### src/rtl/id_ex_skid_reg_if.sv
// rtl/id_ex_skid_reg_if.sv - decode/execute handshake bundle for the ID/EX skid register
interface id_ex_skid_reg_if #(
  parameter int DATA_W  = 32,
  parameter int PC_W    = 8,
  parameter int REG_W   = 5,
  parameter int ALUOP_W = 6,
  parameter int CNT_W   = 16
);
  logic               in_valid;
  logic               in_ready;
  logic               flush;
  logic [ALUOP_W-1:0] alu_op;
  logic               reg_dst;
  logic               alu_src;
  logic               branch;
  logic               mem_write;
  logic               mem_read;
  logic               reg_write;
  logic               mem_to_reg;
  logic [PC_W-1:0]    pc_next;
  logic [DATA_W-1:0]  data1;
  logic [DATA_W-1:0]  data2;
  logic [DATA_W-1:0]  sign_extend;
  logic [REG_W-1:0]   reg1;
  logic [REG_W-1:0]   reg2;

  logic               out_valid;
  logic               out_ready;
  logic [ALUOP_W-1:0] alu_op_reg;
  logic               reg_dst_reg;
  logic               alu_src_reg;
  logic               branch_reg;
  logic               mem_write_reg;
  logic               mem_read_reg;
  logic               reg_write_reg;
  logic               mem_to_reg_reg;
  logic [PC_W-1:0]    pc_next_reg;
  logic [DATA_W-1:0]  data1_reg;
  logic [DATA_W-1:0]  data2_reg;
  logic [DATA_W-1:0]  sign_extend_reg;
  logic [REG_W-1:0]   reg1_reg;
  logic [REG_W-1:0]   reg2_reg;
  logic [CNT_W-1:0]   bubble_cnt;

  modport master (
    output in_valid, flush, alu_op, reg_dst, alu_src, branch, mem_write, mem_read,
           reg_write, mem_to_reg, pc_next, data1, data2, sign_extend, reg1, reg2, out_ready,
    input  in_ready, out_valid, alu_op_reg, reg_dst_reg, alu_src_reg, branch_reg,
           mem_write_reg, mem_read_reg, reg_write_reg, mem_to_reg_reg, pc_next_reg,
           data1_reg, data2_reg, sign_extend_reg, reg1_reg, reg2_reg, bubble_cnt
  );

  modport slave (
    input  in_valid, flush, alu_op, reg_dst, alu_src, branch, mem_write, mem_read,
           reg_write, mem_to_reg, pc_next, data1, data2, sign_extend, reg1, reg2, out_ready,
    output in_ready, out_valid, alu_op_reg, reg_dst_reg, alu_src_reg, branch_reg,
           mem_write_reg, mem_read_reg, reg_write_reg, mem_to_reg_reg, pc_next_reg,
           data1_reg, data2_reg, sign_extend_reg, reg1_reg, reg2_reg, bubble_cnt
  );
endinterface

### src/rtl/id_ex_skid_reg.sv
// rtl/id_ex_skid_reg.sv - ID/EX pipeline register with one-entry skid buffer, flush and bubble counter
module id_ex_skid_reg #(
  parameter int DATA_W  = 32,
  parameter int PC_W    = 8,
  parameter int REG_W   = 5,
  parameter int ALUOP_W = 6,
  parameter int CNT_W   = 16
) (
  input  logic            clk_i,
  input  logic            reset_i,
  id_ex_skid_reg_if.slave bus_io
);

  typedef struct packed {
    logic [ALUOP_W-1:0] alu_op;
    logic               reg_dst;
    logic               alu_src;
    logic               branch;
    logic               mem_write;
    logic               mem_read;
    logic               reg_write;
    logic               mem_to_reg;
    logic [PC_W-1:0]    pc_next;
    logic [DATA_W-1:0]  data1;
    logic [DATA_W-1:0]  data2;
    logic [DATA_W-1:0]  sign_extend;
    logic [REG_W-1:0]   reg1;
    logic [REG_W-1:0]   reg2;
  } fields_t;

  localparam logic [CNT_W-1:0] CNT_MAX = '1;
  localparam logic [CNT_W-1:0] CNT_ONE = CNT_W'(1);

  fields_t          main_q, main_d;
  fields_t          skid_q, skid_d;
  logic             out_valid_q, out_valid_d;
  logic             skid_valid_q, skid_valid_d;
  logic [CNT_W-1:0] bubble_q, bubble_d;

  fields_t in_fields;
  logic    acc;
  logic    main_free;

  assign in_fields = '{
    alu_op:      bus_io.alu_op,
    reg_dst:     bus_io.reg_dst,
    alu_src:     bus_io.alu_src,
    branch:      bus_io.branch,
    mem_write:   bus_io.mem_write,
    mem_read:    bus_io.mem_read,
    reg_write:   bus_io.reg_write,
    mem_to_reg:  bus_io.mem_to_reg,
    pc_next:     bus_io.pc_next,
    data1:       bus_io.data1,
    data2:       bus_io.data2,
    sign_extend: bus_io.sign_extend,
    reg1:        bus_io.reg1,
    reg2:        bus_io.reg2
  };

  // in_ready comes straight from a flop so execute stalls never reach decode combinationally
  assign acc       = bus_io.in_valid & ~skid_valid_q;
  assign main_free = ~out_valid_q | bus_io.out_ready;

  always_comb begin
    main_d       = main_q;
    skid_d       = skid_q;
    out_valid_d  = out_valid_q;
    skid_valid_d = skid_valid_q;
    bubble_d     = (!out_valid_q && bubble_q != CNT_MAX) ? bubble_q + CNT_ONE : bubble_q;

    if (bus_io.flush) begin
      out_valid_d  = 1'b0;
      skid_valid_d = 1'b0;
    end else if (main_free) begin
      if (skid_valid_q) begin
        main_d       = skid_q;
        out_valid_d  = 1'b1;
        skid_valid_d = 1'b0;
      end else if (acc) begin
        main_d      = in_fields;
        out_valid_d = 1'b1;
      end else begin
        out_valid_d = 1'b0;
      end
    end else if (acc) begin
      skid_d       = in_fields;
      skid_valid_d = 1'b1;
    end
  end

  always_ff @(posedge clk_i) begin
    if (reset_i) begin
      main_q       <= '0;
      skid_q       <= '0;
      out_valid_q  <= 1'b0;
      skid_valid_q <= 1'b0;
      bubble_q     <= '0;
    end else begin
      main_q       <= main_d;
      skid_q       <= skid_d;
      out_valid_q  <= out_valid_d;
      skid_valid_q <= skid_valid_d;
      bubble_q     <= bubble_d;
    end
  end

  assign bus_io.in_ready   = ~skid_valid_q;
  assign bus_io.out_valid  = out_valid_q;
  assign bus_io.bubble_cnt = bubble_q;

  // Bubbles must never carry side-effecting control into execute
  assign bus_io.alu_op_reg     = out_valid_q ? main_q.alu_op : '0;
  assign bus_io.reg_dst_reg    = main_q.reg_dst    & out_valid_q;
  assign bus_io.alu_src_reg    = main_q.alu_src    & out_valid_q;
  assign bus_io.branch_reg     = main_q.branch     & out_valid_q;
  assign bus_io.mem_write_reg  = main_q.mem_write  & out_valid_q;
  assign bus_io.mem_read_reg   = main_q.mem_read   & out_valid_q;
  assign bus_io.reg_write_reg  = main_q.reg_write  & out_valid_q;
  assign bus_io.mem_to_reg_reg = main_q.mem_to_reg & out_valid_q;

  assign bus_io.pc_next_reg     = main_q.pc_next;
  assign bus_io.data1_reg       = main_q.data1;
  assign bus_io.data2_reg       = main_q.data2;
  assign bus_io.sign_extend_reg = main_q.sign_extend;
  assign bus_io.reg1_reg        = main_q.reg1;
  assign bus_io.reg2_reg        = main_q.reg2;

endmodule

### src/flat_wrapper.sv
// flat-port wrapper written by rule: the top's interface ports become plain ports
module id_ex_skid_reg_flat 
#(
  parameter int DATA_W  = 32,
  parameter int PC_W    = 8,
  parameter int REG_W   = 5,
  parameter int ALUOP_W = 6,
  parameter int CNT_W   = 16
)
  (clk_i, reset_i, bus_io_in_valid, bus_io_flush, bus_io_alu_op, bus_io_reg_dst, bus_io_alu_src, bus_io_branch, bus_io_mem_write, bus_io_mem_read, bus_io_reg_write, bus_io_mem_to_reg, bus_io_pc_next, bus_io_data1, bus_io_data2, bus_io_sign_extend, bus_io_reg1, bus_io_reg2, bus_io_out_ready, bus_io_in_ready, bus_io_out_valid, bus_io_alu_op_reg, bus_io_reg_dst_reg, bus_io_alu_src_reg, bus_io_branch_reg, bus_io_mem_write_reg, bus_io_mem_read_reg, bus_io_reg_write_reg, bus_io_mem_to_reg_reg, bus_io_pc_next_reg, bus_io_data1_reg, bus_io_data2_reg, bus_io_sign_extend_reg, bus_io_reg1_reg, bus_io_reg2_reg, bus_io_bubble_cnt);
  id_ex_skid_reg_if #(.DATA_W(DATA_W), .PC_W(PC_W), .REG_W(REG_W), .ALUOP_W(ALUOP_W), .CNT_W(CNT_W)) bus_io_i ();
  input  logic clk_i;
  input  logic reset_i;
  input wire logic [$bits(bus_io_i.in_valid)-1:0] bus_io_in_valid;
  input wire logic [$bits(bus_io_i.flush)-1:0] bus_io_flush;
  input wire logic [$bits(bus_io_i.alu_op)-1:0] bus_io_alu_op;
  input wire logic [$bits(bus_io_i.reg_dst)-1:0] bus_io_reg_dst;
  input wire logic [$bits(bus_io_i.alu_src)-1:0] bus_io_alu_src;
  input wire logic [$bits(bus_io_i.branch)-1:0] bus_io_branch;
  input wire logic [$bits(bus_io_i.mem_write)-1:0] bus_io_mem_write;
  input wire logic [$bits(bus_io_i.mem_read)-1:0] bus_io_mem_read;
  input wire logic [$bits(bus_io_i.reg_write)-1:0] bus_io_reg_write;
  input wire logic [$bits(bus_io_i.mem_to_reg)-1:0] bus_io_mem_to_reg;
  input wire logic [$bits(bus_io_i.pc_next)-1:0] bus_io_pc_next;
  input wire logic [$bits(bus_io_i.data1)-1:0] bus_io_data1;
  input wire logic [$bits(bus_io_i.data2)-1:0] bus_io_data2;
  input wire logic [$bits(bus_io_i.sign_extend)-1:0] bus_io_sign_extend;
  input wire logic [$bits(bus_io_i.reg1)-1:0] bus_io_reg1;
  input wire logic [$bits(bus_io_i.reg2)-1:0] bus_io_reg2;
  input wire logic [$bits(bus_io_i.out_ready)-1:0] bus_io_out_ready;
  output wire logic [$bits(bus_io_i.in_ready)-1:0] bus_io_in_ready;
  output wire logic [$bits(bus_io_i.out_valid)-1:0] bus_io_out_valid;
  output wire logic [$bits(bus_io_i.alu_op_reg)-1:0] bus_io_alu_op_reg;
  output wire logic [$bits(bus_io_i.reg_dst_reg)-1:0] bus_io_reg_dst_reg;
  output wire logic [$bits(bus_io_i.alu_src_reg)-1:0] bus_io_alu_src_reg;
  output wire logic [$bits(bus_io_i.branch_reg)-1:0] bus_io_branch_reg;
  output wire logic [$bits(bus_io_i.mem_write_reg)-1:0] bus_io_mem_write_reg;
  output wire logic [$bits(bus_io_i.mem_read_reg)-1:0] bus_io_mem_read_reg;
  output wire logic [$bits(bus_io_i.reg_write_reg)-1:0] bus_io_reg_write_reg;
  output wire logic [$bits(bus_io_i.mem_to_reg_reg)-1:0] bus_io_mem_to_reg_reg;
  output wire logic [$bits(bus_io_i.pc_next_reg)-1:0] bus_io_pc_next_reg;
  output wire logic [$bits(bus_io_i.data1_reg)-1:0] bus_io_data1_reg;
  output wire logic [$bits(bus_io_i.data2_reg)-1:0] bus_io_data2_reg;
  output wire logic [$bits(bus_io_i.sign_extend_reg)-1:0] bus_io_sign_extend_reg;
  output wire logic [$bits(bus_io_i.reg1_reg)-1:0] bus_io_reg1_reg;
  output wire logic [$bits(bus_io_i.reg2_reg)-1:0] bus_io_reg2_reg;
  output wire logic [$bits(bus_io_i.bubble_cnt)-1:0] bus_io_bubble_cnt;
  assign bus_io_i.in_valid = bus_io_in_valid;
  assign bus_io_i.flush = bus_io_flush;
  assign bus_io_i.alu_op = bus_io_alu_op;
  assign bus_io_i.reg_dst = bus_io_reg_dst;
  assign bus_io_i.alu_src = bus_io_alu_src;
  assign bus_io_i.branch = bus_io_branch;
  assign bus_io_i.mem_write = bus_io_mem_write;
  assign bus_io_i.mem_read = bus_io_mem_read;
  assign bus_io_i.reg_write = bus_io_reg_write;
  assign bus_io_i.mem_to_reg = bus_io_mem_to_reg;
  assign bus_io_i.pc_next = bus_io_pc_next;
  assign bus_io_i.data1 = bus_io_data1;
  assign bus_io_i.data2 = bus_io_data2;
  assign bus_io_i.sign_extend = bus_io_sign_extend;
  assign bus_io_i.reg1 = bus_io_reg1;
  assign bus_io_i.reg2 = bus_io_reg2;
  assign bus_io_i.out_ready = bus_io_out_ready;
  assign bus_io_in_ready = bus_io_i.in_ready;
  assign bus_io_out_valid = bus_io_i.out_valid;
  assign bus_io_alu_op_reg = bus_io_i.alu_op_reg;
  assign bus_io_reg_dst_reg = bus_io_i.reg_dst_reg;
  assign bus_io_alu_src_reg = bus_io_i.alu_src_reg;
  assign bus_io_branch_reg = bus_io_i.branch_reg;
  assign bus_io_mem_write_reg = bus_io_i.mem_write_reg;
  assign bus_io_mem_read_reg = bus_io_i.mem_read_reg;
  assign bus_io_reg_write_reg = bus_io_i.reg_write_reg;
  assign bus_io_mem_to_reg_reg = bus_io_i.mem_to_reg_reg;
  assign bus_io_pc_next_reg = bus_io_i.pc_next_reg;
  assign bus_io_data1_reg = bus_io_i.data1_reg;
  assign bus_io_data2_reg = bus_io_i.data2_reg;
  assign bus_io_sign_extend_reg = bus_io_i.sign_extend_reg;
  assign bus_io_reg1_reg = bus_io_i.reg1_reg;
  assign bus_io_reg2_reg = bus_io_i.reg2_reg;
  assign bus_io_bubble_cnt = bus_io_i.bubble_cnt;
  id_ex_skid_reg #(.DATA_W(DATA_W), .PC_W(PC_W), .REG_W(REG_W), .ALUOP_W(ALUOP_W), .CNT_W(CNT_W)) u_core (.clk_i(clk_i), .reset_i(reset_i), .bus_io(bus_io_i));
endmodule
### config.mk
export PLATFORM = sky130hd
export DESIGN_NAME = id_ex_skid_reg_flat
export DESIGN_NICKNAME = d
export VERILOG_FILES = /design/src/rtl/id_ex_skid_reg_if.sv /design/src/rtl/id_ex_skid_reg.sv /design/src/flat_wrapper.sv
export SDC_FILE = /design/constraint.sdc
export NUM_CORES = 1
export LEC_CHECK = 0
export ABC_AREA = 1
export BUFFER_PORTS_ARGS = -buffer_cell sky130_fd_sc_hd__buf_2
export CORE_ASPECT_RATIO = 0.6
export CORE_UTILIZATION = 51
export CTS_BUF_LIST = sky130_fd_sc_hd__clkbuf_2 sky130_fd_sc_hd__clkbuf_4 sky130_fd_sc_hd__clkbuf_8
export DETAILED_ROUTE_END_ITERATION = 7
export GPL_TIMING_DRIVEN = 0
export MAX_ROUTING_LAYER = met4
export PLACE_DENSITY = 0.79
export SLEW_MARGIN = 20
export SYNTH_ARGS = -nofsm -noshare
export SYNTH_HDL_FRONTEND = slang
export SYNTH_SLANG_ARGS = --single-unit
### constraint.sdc
create_clock -name clk_i -period 1.4 [get_ports clk_i]
set_input_delay 0.07 -clock clk_i [delete_from_list [all_inputs] [get_ports clk_i]]
set_output_delay 0.07 -clock clk_i [all_outputs]
set_load 0.01 [all_outputs]
==> run_results.csv <==
group,metric,value,unit
min_path,hold_path.startpoint,"bus_io_data1[17]",
timing,setup_tns,-42630,ps
power_and_ir_drop,clkPwrFrac,0.407,
synth,combinational_family_with_the_most_area_after_synthesis,"simple AND/OR/NAND/NOR gates",
drt,drt_wl_total,41700,um
drt,routedWlPerCell,15.7,um
global_route,grt_pass1_vias,12385,
drt,drt-vias-per-instance,5.12,
clocking,htreeDepth,2,
setup_path,r2r-end,"u_core.skid_q[82]$_SDFFE_PP0P_",
timing,timing.fmax,587,MHz
layout,regMostFlops,"u_core.skid_q",
clocking,worst_skew_pair.late_latency,570,ps
layout,multi_input_comb_area,0.00513,mm2
clocking,clock_tree_from_tritoncts,"built",
drt,first_iter_violations,1216,
timing,final.hold.worst_slack,296,ps
setup_path,type_of_origin_of_the_critical_path,"flip-flop",
clocking,numClockSinks,272,
power_and_ir_drop,combinational_cell_fraction_of_total_power,0.150,
min_path,worst_hold_check_path_type,"in2reg",
timing,period_share,1.22,
setup_path,end_kind,"flip-flop",
placed_design,post_dp_cell_area,0.0142,mm2
setup_path,reg2regPathDepth,8,
layout,leading_cell_types_in_the_layout_fill_and_taps_excluded,"sky130_fd_sc_hd__nand2_1 (433), sky130_fd_sc_hd__nor2_1 (290), sky130_fd_sc_hd__buf_2 (279), sky130_fd_sc_hd__dfxtp_1 (257), sky130_fd_sc_hd__inv_1 (156)",
setup_path,timing.critical_path.max_delay_family,"simple AND/OR/NAND/NOR gates",
synth,avgSynthCellArea,6.77,um2
placed_design,number_of_port_buffers,276,
setup_path,timing.critical_path.buf_inv,3,
clocking,clockRootBuffer,"sky130_fd_sc_hd__clkbuf_8",
layout,number_of_flip_flops_under_the_largest_register_name,127,
power_and_ir_drop,switching_component_of_the_power,4820,uW
synth,synth-compound-area-share,0.161,
die,floorplan.initialDensity,0.526,
job,max_cap_violations,0,
synth,post_synth_xor_area_fraction,0,
placed_design,weighted_congestion_reported_at_the_end_of_routability_driven_placement,0.959,
synth,synth.area.top_cells,"sky130_fd_sc_hd__dfxtp_1 (44%), sky130_fd_sc_hd__nand2_1 (13%), sky130_fd_sc_hd__o21ai_0 (10%), sky130_fd_sc_hd__nor2_1 (9.2%), sky130_fd_sc_hd__buf_4 (7.0%)",
layout,register_area,0.00547,mm2
synth,yosys_register_bits,272,
layout,fillerInstances,1689,
synth,synth_largest_type_area_fraction,0.443,
timing,timing.final.setup_violations,283,
global_route,grt_pass1_wl,63100,um
layout,layout_commonest_cell,"sky130_fd_sc_hd__nand2_1",
power_and_ir_drop,leakagePower,0.00850,uW
die,die_area,0.0248,mm2
synth,synthesis.area,0.0123,mm2
timing,maxSlewHeadroom,0.435,
setup_path,worst_ep_arrival_time,2150,ps
global_route,antenna_found_initial,2,
setup_path,worst_path_most_repeated_cell,"sky130_fd_sc_hd__buf_4",
die,fp.coreArea,0.0234,mm2
setup_path,critical_path_peak_fanout,10,
layout,drive_above_1_share,0.284,
placed_design,place_hpwl,26400,um
layout,post-route-cell-area,0.0177,mm2
timing,final_hold_viol_count,0,
die,std_cell_rows,43,
setup_path,cpMaxStageDelayCell,"sky130_fd_sc_hd__dfxtp_2",
clocking,clk_pin_slew_worst_paths,70,ps
global_route,grt_start_max_net_pins,11,
synth,synth.mux.area_fraction,0,
run_status,run_status,"complete, but fails checks",
setup_path,cp.required,1850,ps
synth,synth_cell_type_count,23,
timing,tightestPinTransition,847,ps
synth,synth.net_count,1949,
drt,number_of_antenna_violating_nets_in_the_routed_design,0,
setup_path,worst_r2r_src,"u_core.bus_io.out_valid$_SDFFE_PP0P_",
clocking,clk_path_buf_depth,3,
setup_path,reg2reg_slack,-300,ps
drt,drt-pass1-iter-count,6,
power_and_ir_drop,internal_power,13800,uW
placed_design,post_place_setup_slack,-703,ps
min_path,worst_hold_path.num_cells,4,
layout,areaGrowthSynthToFinish,43.6,%
global_route,grt_util_all_layers,0.329,
power_and_ir_drop,seq_power_share,0.443,
power_and_ir_drop,ir_drop,960,uV
synth,synthesis.yosys.warnings,0,
clocking,cts_made_buffers,41,
setup_path,worstSetupPathType,"reg2reg",
layout,final_nets,2435,
power_and_ir_drop,pwr_density_cell,1060,mW/mm2
timing,post-route-worst-setup-slack,-303,ps
die,die_h,122,um
synth,ys_seq_area_frac,0.443,
setup_path,max_stage_delay,360,ps
synth,synth_simple_gate_area_frac,0.235,
synth,post-synth-top-area-cell,"sky130_fd_sc_hd__dfxtp_1",
die,dieWidth,202,um
run_status,violations_in_the_final_reports,"setup timing",
drt,post-route-drc-count,0,
timing,rsz0062_at_grt,"true",
timing,finalWorstPathRequiredPeriod,1700,ps
synth,synth_area_in_adders,0.00102,
die,boundary_pins,277,
setup_path,cp_cell_sequence,"inv_2, or2_4, nor2_4, nand3_4, buf_4, buf_4, o21ai_0, nor2_1",
power_and_ir_drop,net_switching_fraction_of_the_power,0.259,
global_route,grt_remaining_overflow,0,
synth,syn-instance-count,1816,
timing,skew,31.1,ps
timing,report.final.slew_viol_count,0,
min_path,worstHoldEndpoint,"u_core.skid_q[91]$_SDFFE_PP0P_",
drt,route.vias.total,13581,
## layer usage
layer  GRT usage  up-vias  share of wire
li1            -     6546              -
met1       0.444     6219           0.44
met2       0.503      731           0.45
met3      0.0627       85          0.095
met4      0.0977        0          0.020
met5           -        -              0
## power groups by stage
| stage | Combinational (uW) | Sequential [uW] | Clock, uW |
|---|---|---|---|
| 5_1_grt | 3020 | 8280 | 7990 |
| 3_3_place_gp | 1990 | 8400 | 0 |
| 4_1_cts | 2600 | 8250 | 7580 |
| 3_5_place_dp | 2040 | 8410 | 0 |
| 2_1_floorplan | 1280 | 8370 | 0 |
| 6_report | 2790 | 8260 | 7600 |
## cells by family after synthesis
group / Yosys count
buffers and inverters: 390
AO/OA/AOI/OAI: 394
flip-flops: 272
adder cells (fa/ha/maj): 1
AND/OR/NAND/NOR: 759
## cells in the mapped netlist, drive strengths merged
master,instances
nor3,1
inv,160
clkbuf,79
a31o,1
o21ai,256
nand4,1
ha,1
or2,2
nand2,437
a21oi,137
nor2,300
nand3b,1
dfxtp,272
nand3,17
clkinv,1
buf,150
## worst max path at each step
stage | start | endpoint | slack (ps) | cells after the start
after global routing | u_core.bus_io.out_valid$_SDFFE_PP0P_ | u_core.skid_q[82]$_SDFFE_PP0P_ | -370 | 8
after detailed placement | u_core.skid_valid_q$_SDFFE_PP0P_ | u_core.bus_io.sign_extend_reg[16]$_SDFFE_PP0P_ | -700 | 7
after floorplan | u_core.bus_io.out_valid$_SDFFE_PP0P_ | u_core.skid_q[0]$_SDFFE_PP0P_ | -120 | 11
after CTS | u_core.bus_io.out_valid$_SDFFE_PP0P_ | u_core.skid_q[21]$_SDFFE_PP0P_ | -330 | 11
final | u_core.bus_io.out_valid$_SDFFE_PP0P_ | u_core.skid_q[82]$_SDFFE_PP0P_ | -300 | 8
after global placement | u_core.skid_valid_q$_SDFFE_PP0P_ | u_core.bus_io.data2_reg[5]$_SDFFE_PP0P_ | -650 | 7
## through the flow
| step | util | cells | total power [uW] |
|---|---|---|---|
| after floorplan | - | 1816 | 9650 |
| after global placement | 0.606 | 2407 | 10400 |
| after detailed placement | 0.606 | 2407 | 10500 |
| after CTS | 0.739 | 2640 | 18400 |
| after global routing | 0.755 | 2651 | 19300 |
| final | 0.755 | 2651 | 18600 |
## tightest hold or removal path: stages
cell	delay, ps
sky130_fd_sc_hd__dlygate4sd3_1	510
sky130_fd_sc_hd__buf_2	110
sky130_fd_sc_hd__o21ai_1	60
sky130_fd_sc_hd__nor2_1	70
## what timing repair did
item | in CTS | in global routing
hold buffers | 129 | 1
hold endpoints to repair | 255 | 2
buffers inserted | 10 | 10
setup endpoints to repair | 284 | 284
pin swaps | 24 | 20
gates cloned | 19 | 2
gates resized for setup | 155 | 236
## area by class of cell
| type | instances | share of cell area |
|---|---|---|
| antenna | 2 | 0.000283 |
| tap | 315 | 0.0223 |
| multi-input combinational | 1154 | 0.290 |
| inverter | 161 | 0.0349 |
| buffer | 227 | 0.107 |
| sequential | 272 | 0.310 |
| clock buffer | 66 | 0.0472 |
| clock inverter | 9 | 0.00694 |
| timing repair buffer | 444 | 0.181 |
| timing repair inverter | 1 | 0.000354 |
Power figures use the tool's default switching activity.
